### config.mk
export PLATFORM = sky130hd
export DESIGN_NAME = sync_debounce_multi
export DESIGN_NICKNAME = d
export VERILOG_FILES = /design/src/rtl/sync_debounce_multi.sv
export SDC_FILE = /design/constraint.sdc
export NUM_CORES = 1
export LEC_CHECK = 0
export ABC_AREA = 1
export CORE_UTILIZATION = 40
export CTS_CLUSTER_SIZE = 25
export DETAILED_ROUTE_END_ITERATION = 10
export GPL_TIMING_DRIVEN = 0
export PLACE_DENSITY_LB_ADDON = 0.2
export SKIP_CTS_REPAIR_TIMING = 1
export SYNTH_ARGS = -nofsm -noshare
export SYNTH_HDL_FRONTEND = slang
export SYNTH_SLANG_ARGS = --single-unit
### constraint.sdc
create_clock -name clk -period 2.1 [get_ports clk]
set_input_delay 0.21 -clock clk [delete_from_list [all_inputs] [get_ports clk]]
set_output_delay 0.21 -clock clk [all_outputs]
set_load 0.01 [all_outputs]
### src/rtl/sync_debounce_multi.sv
// sync_debounce_multi
//
// Multi-channel input conditioner. Each of WIDTH asynchronous inputs passes
// through a STAGES-deep synchroniser chain. A per-channel counter then
// debounces it: the debounced level flips only after the synchronised value
// has differed from it on DEB_CNT consecutive clock edges. Registered
// one-cycle rise/fall pulses are asserted in the cycle the level changes.
//
// Optional feature (macro SYNC_STICKY_EVT_EN): adds per-channel sticky
// event flags that latch any rise/fall pulse and are cleared by evt_clr.
// If a set and a clear coincide, the set wins.
//
// Ports:
//   clk         input   1      system clock, all logic on posedge
//   rst_n       input   1      synchronous active-low reset
//   in          input   WIDTH  asynchronous raw inputs
//   input_sync  output  WIDTH  synchroniser outputs (not debounced)
//   level       output  WIDTH  debounced level per channel
//   rise        output  WIDTH  one-cycle pulse on level 0->1
//   fall        output  WIDTH  one-cycle pulse on level 1->0
//   evt_clr     input   WIDTH  sticky event clear   (SYNC_STICKY_EVT_EN only)
//   evt         output  WIDTH  sticky event flags   (SYNC_STICKY_EVT_EN only)

module sync_debounce_multi #(
    parameter int WIDTH   = 4,
    parameter int STAGES  = 2,
    parameter int DEB_CNT = 4
) (
    input  logic             clk,
    input  logic             rst_n,
    input  logic [WIDTH-1:0] in,
    output logic [WIDTH-1:0] input_sync,
    output logic [WIDTH-1:0] level,
    output logic [WIDTH-1:0] rise,
    output logic [WIDTH-1:0] fall
`ifdef SYNC_STICKY_EVT_EN
    ,
    input  logic [WIDTH-1:0] evt_clr,
    output logic [WIDTH-1:0] evt
`endif
);

    localparam int CW_RAW = $clog2(DEB_CNT + 1);
    localparam int CW     = (CW_RAW < 1) ? 1 : CW_RAW;

    // Counter value on which the DEB_CNT-th differing edge is being seen.
    localparam logic [CW-1:0] CNT_LAST = CW'(DEB_CNT - 1);

    logic [WIDTH-1:0] sync_chain [STAGES];
    logic [CW-1:0]    cnt        [WIDTH];

    // Synchroniser chain: stage 0 samples the raw asynchronous inputs.
    always_ff @(posedge clk) begin
        if (!rst_n) begin
            for (int k = 0; k < STAGES; k++) begin
                sync_chain[k] <= '0;
            end
        end else begin
            sync_chain[0] <= in;
            for (int k = 1; k < STAGES; k++) begin
                sync_chain[k] <= sync_chain[k-1];
            end
        end
    end

    assign input_sync = sync_chain[STAGES-1];

    // Debounce: any edge where the synchronised value agrees with the level
    // restarts the count, so glitches shorter than DEB_CNT cycles vanish.
    // The counter is cleared on the flip itself and so never wraps.
    always_ff @(posedge clk) begin
        if (!rst_n) begin
            level <= '0;
            rise  <= '0;
            fall  <= '0;
            for (int i = 0; i < WIDTH; i++) begin
                cnt[i] <= '0;
            end
        end else begin
            rise <= '0;
            fall <= '0;
            for (int i = 0; i < WIDTH; i++) begin
                if (input_sync[i] == level[i]) begin
                    cnt[i] <= '0;
                end else if (cnt[i] == CNT_LAST) begin
                    level[i] <= input_sync[i];
                    rise[i]  <= input_sync[i];
                    fall[i]  <= ~input_sync[i];
                    cnt[i]   <= '0;
                end else begin
                    cnt[i] <= cnt[i] + CW'(1);
                end
            end
        end
    end

`ifdef SYNC_STICKY_EVT_EN
    // Sticky event flags: the set term is applied after the clear so that a
    // pulse coinciding with a clear still leaves the flag set.
    always_ff @(posedge clk) begin
        if (!rst_n) begin
            evt <= '0;
        end else begin
            evt <= (evt & ~evt_clr) | rise | fall;
        end
    end
`endif

endmodule

## Yosys cells after proc, flatten, opt, wreduce, memory -nomap -nowiden

Memory sizes are Yosys's and may differ from the RTL's.
Index checks and enable logic that the tools add are counted.

- Output and inout port bits: 16
- Register bits after elaboration: 12
- Memories: 2
- RAM bits: 20
- Logic and storage cells: 121
- ROM bits: 0
- Latch bits: 0

Memory list:

| name | words | width | rd ports | clocked after memory_dff | write ports | RTL line | text |
|---|---|---|---|---|---|---|---|
| cnt | 4 | 3 | 4 | 0 | 4 | 50 | `logic [CW-1:0] cnt [WIDTH];` |
| sync_chain | 2 | 4 | 2 | 0 | 2 | 49 | `logic [WIDTH-1:0] sync_chain [STAGES];` |

- Eq/ne operators: 8
- Multiply operators: 0
- Bitwise operators: 27
- Multiplexer cells: 60
- Add/sub/neg operators: 4
- Shift operators: 0
- Order comparisons: 0
- Reductions and logical operators: 8
- Divide/modulo/power cells: 0

Operators with widths:

| kind | number |
|---|---|
| two-way mux 1 bit | 46 |
| two-way mux 3 bit | 12 |
| bitwise OR 1 bit | 14 |
| inverter 1 bit | 13 |
| adder 3 x 1 -> 3 bit, second input constant | 4 |
| equality test 3 x 2 -> 1 bit, second input constant | 4 |
| OR reduction 3 bit | 4 |
| two-way mux 4 bit | 2 |
| AND reduction 2 bit | 4 |
| equality test 1 bit | 4 |

## Longest topological paths before layout

- Word-level depth: 7
- Gate-level depth with buffers: 5

## Worst setup path before layout

OpenSTA, ideal clock, no wires.

- Path type: reg2reg
- Start point: memory cnt[3][0] (netlist bit)
- End point: memory cnt[3][0] (netlist bit) (data pin)
- Arrival: 1.041 ns
- Stages on the path, launching flop included: 6
- Setup time: 0.140 ns
- Path buffers: 0
- Path slack: 0.919 ns
- Cell sequence: edfxtp_1 -> ha_1 -> ha_1 -> inv_1 -> nand4_1 -> nor2_1

RTL lines:

| what | RTL line |
|---|---|
| start: declaration | 50 |

==> flow_summary.toml <==
[synthesis]
synth_area_um2 = 1260
syn_avg_cell_area_um2 = 9.69
netlist_instances = 130
synth-seq-cells = 32
ys_types = 16
synth_top_cell_by_area = "dfxtp_1"
yosysWarningCount = 0
yosysTopAreaCellShare_pct = 31.8
yosysSeqAreaShare_pct = 60.4
synthTopCellsByArea = "dfxtp_1 (32%), edfxtp_1 (29%), inv_1 (8.3%)"

[status]
status = "finished, final reports clean"

[placed_design]
gp_congestion = 0.673
hpwlAfterDp_um = 1460
io_buffers = 21

[timing]
fin_crit_sh_pct = 75.9
min_period_ns = 1.59
maxSlewViolCount = 0
setup_viol = 0
fmax_mhz = 628
hold_violations = 0
whs_ns = 0.410
rsz0062_at_grt = "no"
setup_tns_ns = 0
skew_ns = 0.00105

[final_layout]
seq_area_um2 = 761
antenna_cells = 0
area_growth_pct = 27.3
final_nets = 183
fillers = 285
drive_above_1_share_pct = 7.78
multi_input_area_um2 = 393

[clock_network]
cts_root_buffer = "clkbuf_4"
cts_tree = "done"
clockBufferDepth = 2
insertion_delay_ns = 0.32
clk_pin_slew_ns = 0.09
cts_made_buffers = 5
htreeDepth = 2
clkSinkCount = 32

[route]
wl_met3_um = 90
drcViolationCount = 0
wl_met2_um = 970
top_layer = "met4"
routed_via_density = 4.18
postRouteAntennaNets = 0
drt_iter0_markers = 9
met1Wirelength_um = 812
via_count = 883
wl_per_cell_um = 9.07
drt_wl_total_um = 1910
drt_pre_antenna_iters = 4

[pwr]
leakage_uw = 0.000739
vdd_drop_max_mv = 0.322
powerDensity_nw_per_um2 = 646
power.total_uw = 1040

[global_routing]
grt_pass1_wl_um = 3340
grt_usage_pct = 13.8
grt_start_max_net_pins = 11
grt_pass1_vias = 832
antenna_found_initial = 0
overflow = 0

[die]
top_level_ports = 22
core_um2 = 3030
rows = 20
dieArea_um2 = 3380
die_h_um = 58.1
start_util_pct = 41.6
die_w_um = 58.1

[flow_run]
maxCapViolCount = 0

[worst_setup_path]
path_class = "flop to primary output"
crit_path_max_fanout = 5
worstPathArrival_ns = 1.38
required_ns = 1.89
startpoint_type = "flop"
cp-end-kind = "primary output"

[hold_path]
min_path_type = "primary input to flop"
report_power, final:
part           total, µW  switching (µW)  internal [µW]
Sequential           672            10.1            662
Combinational       69.9            35.8           34.2
Clock                295             183            112
synthesized netlist by cell type, drive strengths merged:
cell type,number
buf,6
edfxtp,12
a21oi,1
a21boi,1
ha,8
o21ai,1
nand3,4
dfxtp,20
inv,28
nor3,6
nand4,4
nand2,24
conb,1
nor2,14
sequential cells by signal, indices dropped and copies added (netlist names):
name / cells
rise: 4
cnt: 12
level: 4
sync_chain: 8
fall: 4
metrics by stage:
stage | util (%) | instance area [µm²] | setup WS (ns) | std cells
2_1_floorplan | - | 1300 | 0.919 | 141
3_5_place_dp | 51.7 | 1570 | 0.729 | 206
5_1_grt | 53.0 | 1600 | 0.426 | 211
4_1_cts | 53.0 | 1600 | 0.493 | 211
3_3_place_gp | 51.7 | 1570 | 0.749 | 206
6_report | 53.0 | 1600 | 0.507 | 211
path summary, 6_finish.rpt:
check	slack, ns	depth (start not counted)	to	start
worst max-delay path	0.51	2	input_sync[3]	sync_chain[0][7]$_SDFF_PN0_
worst min-delay path	0.41	3	sync_chain[0][1]$_SDFF_PN0_	in[1]
worst max register to register	0.77	5	cnt[1][2]$_SDFFCE_PN0P_	cnt[1][0]$_SDFFCE_PN0P_
worst min register to register	0.42	2	sync_chain[0][7]$_SDFF_PN0_	sync_chain[0][3]$_SDFF_PN0_
metal layers:
| metal | up-vias | global-route usage [%] |
|---|---|---|
| met5 | - | 0 |
| met1 | 394 | 14.1 |
| met4 | 0 | 7.14 |
| met3 | 6 | 6.03 |
| li1 | 464 | - |
| met2 | 19 | 24.0 |
area by class of cell:
cell class,instances,area share (%)
Inverter,28,6.55
Clock buffer,5,2.34
Multi-Input combinational cell,75,24.5
Timing Repair Buffer,21,13.1
Sequential cell,32,47.4
Tap cell,44,3.43
Buffer,6,2.65
worst max-delay path: stages (launching register included):
cell             delay (ns)
dfxtp_1                0.41
buf_4                  0.14
clkdlybuf4s50_1        0.52
kinds of logic (layout without fill, tap and decap cells):
group / after synthesis / count (layout) / share of synthesized area, %
simple gates: 52 / 52 / 18.3
buf+inv: 34 / 60 / 11.7
flops: 32 / 32 / 60.4
fa+ha+maj: 8 / 8 / 7.94
compound gates: 3 / 3 / 1.39
other cells: 1 / 12 / 0.298
layout by cell type, fill, tap and decap left out:
master           synthesis  final
nand4_2                  2      2
edfxtp_1                12     12
a21oi_1                  1      1
a21boi_0                 1      1
conb_1                   1     12
clkbuf_4                 0      5
buf_2                    1      1
nand2_1                 24     24
o21ai_0                  1      1
nor3_1                   6      6
buf_4                    5      5
inv_1                   28     28
nand3_1                  4      4
ha_1                     8      8
nor2_1                  14     14
clkdlybuf4s50_1          0     21
nand4_1                  2      2
dfxtp_1                 20     20
(Power assumes the default switching activity.)
==> RTL change: new RTL, same settings <==
Add an input register stage for `in`; this delays it by one clock. Comments in the files are not updated.
--- a/src/rtl/sync_debounce_multi.sv
+++ b/src/rtl/sync_debounce_multi.sv
@@ -46,6 +46,12 @@
     // Counter value on which the DEB_CNT-th differing edge is being seen.
     localparam logic [CW-1:0] CNT_LAST = CW'(DEB_CNT - 1);
 
+    logic [WIDTH-1:0] in_q;
+
+    always_ff @(posedge clk) begin
+        in_q <= in;
+    end
+
     logic [WIDTH-1:0] sync_chain [STAGES];
     logic [CW-1:0]    cnt        [WIDTH];
 
@@ -56,7 +62,7 @@
                 sync_chain[k] <= '0;
             end
         end else begin
-            sync_chain[0] <= in;
+            sync_chain[0] <= in_q;
             for (int k = 1; k < STAGES; k++) begin
                 sync_chain[k] <= sync_chain[k-1];
             end
Check against the original RTL: not equivalent (Yosys sat finds a counterexample within 4 cycles, from zero or initial values and one cycle with rst_n low).
==> RTL change against the unedited design <==
Sequential cell count rose by 4. Clock skew rose by 0.0080 ns. Highest routed layer unchanged. Routed wire length fell by 5.4%. Area after synthesis rose by 6.9%. Combinational power rose by 4.3%. Setup slack got worse by 0.014 ns. Sequential share of layout area rose by 0.68 points. Design area rose by 9.0%. Largest power group unchanged. Total power rose by 31%.
==> RTL change: results (changes against the unedited design) <==
proportion of layout cells with a drive suffix above 1=0.0983 (was 0.0778); Placed Cells incl. Taps=209 (was 206); post-DR wirelength/cell=8.34 µm (was 9.07 µm); fill count=288 (was 285); Antenna Cells=0 (unchanged); worst hold endpoint=in_q[1] (was sync_chain[0][1]); dpl cell area=1650 µm² (was 1570 µm²); DRT iter0 DRCs=16 (was 9); worst skew pair latency=0.34 ns (was 0.32 ns); register area share after synthesis=0.625 (was 0.604); ys flop type=dfxtp_1 (unchanged); flop-to-flop setup slack=0.75 ns (was 0.77 ns); status=completed (unchanged); global-route wire length before repair=3370 µm (was 3340 µm); Max rail drop VDD=426 µV (was 322 µV); Hold WS=0.299 ns (was 0.410 ns); Worst-path clk slew=0.11 ns (was 0.09 ns); gr usage total=0.134 (was 0.138); final WL=1810 µm (was 1910 µm); number of global-route vias before repair=878 (was 832); pin count of the biggest net entering global routing=12 (was 11); Post-layout nets=186 (was 183); post-DP HPWL=1410 µm (was 1460 µm); Hold Crit Depth=1 (was 3); Leak=0.794 nW (was 0.739 nW); Synth Area in Compound Gates=0.0204 (was 0.0139); top cells by count, synth=inv_1, dfxtp_1, nand2_1, nor2_1, edfxtp_1 (was inv_1, nand2_1, dfxtp_1, nor2_1, edfxtp_1); Crit Reg-Reg Endpoint=cnt[0][0] (was cnt[1][2]); worst path arrival time=1.40 ns (was 1.38 ns); Final Skew=0.00908 ns (was 0.00105 ns); YS warnings=0 (unchanged); Placer Congestion=0.733 (was 0.673); synth unique cells=15 (was 16)
==> RTL change: cell types whose count changed in the layout (fill, tap and decap cells not counted), sizes merged <==
cell,delta
nor2,-1
nand2,-1
o21ai,+1
clkbuf,+2
a21oi,+1
nand3,-2
nor3,+1
bufinv,+1
dfxtp,+4
==> RTL change: how the worst max path moves through the flow <==
stage	to	from	slack [ns]
2_1_floorplan	cnt[2][0]	cnt[2][0]	0.92
4_1_cts	input_sync[2]	sync_chain[0][6]	0.46
3_5_place_dp	cnt[0][0]	rst_n	0.74
6_report	input_sync[2]	sync_chain[0][6]	0.49
5_1_grt	input_sync[1]	sync_chain[0][5]	0.39
3_3_place_gp	cnt[0][0]	rst_n	0.81
==> RTL change: cell families (layout without fill, tap and decap cells) <==
kind of cell               Yosys count  count (layout)
and+or+nand+nor                     49              49
buffers and inverters               34              63
AOI/OAI and AO/OA                    5               5
other                                1              12
DFF                                 36              36
adders and majority gates            8               8
==> RTL change: layer usage <==
metal	vias to the layer above	global-route usage	share of wire
met5	-	0	0
met4	0	0.110	0.041
met3	9	0.0455	0.055
met2	25	0.227	0.49
met1	382	0.132	0.41
li1	475	-	-
==> RTL change: where the power goes <==
part	switching, W	internal, W	leakage [nW]	total, W
logic	0.0000364	0.0000365	0.422	0.0000729
registers	0.0000114	0.000743	0.321	0.000755
clock network	0.000218	0.000316	0.0515	0.000534
==> RTL change: cell type report <==
type,instances,area [µm²],share of cell area
Buffer,6,45.0,0.0258
Clock buffer,7,65.1,0.0372
Clock inverter,1,30.0,0.0172
Inverter,28,105,0.0601
Multi-Input combinational cell,74,397,0.227
Sequential cell,36,841,0.481
Tap cell,44,55.1,0.0315
Timing Repair Buffer,21,210,0.120
==> RTL change: metrics by stage <==
step            util  setup slack [ns]
5_1_grt        0.559             0.389
4_1_cts        0.559             0.464
2_1_floorplan      -             0.919
3_5_place_dp   0.528             0.738
3_3_place_gp   0.528             0.813
6_report       0.559             0.493
==> RTL change: worst reg2reg max path: stages, from the launching register on <==
cell	delay, ns
edfxtp_1	0.43
ha_1	0.22
ha_1	0.19
inv_1	0.10
nand4_2	0.13
nor2_1	0.14
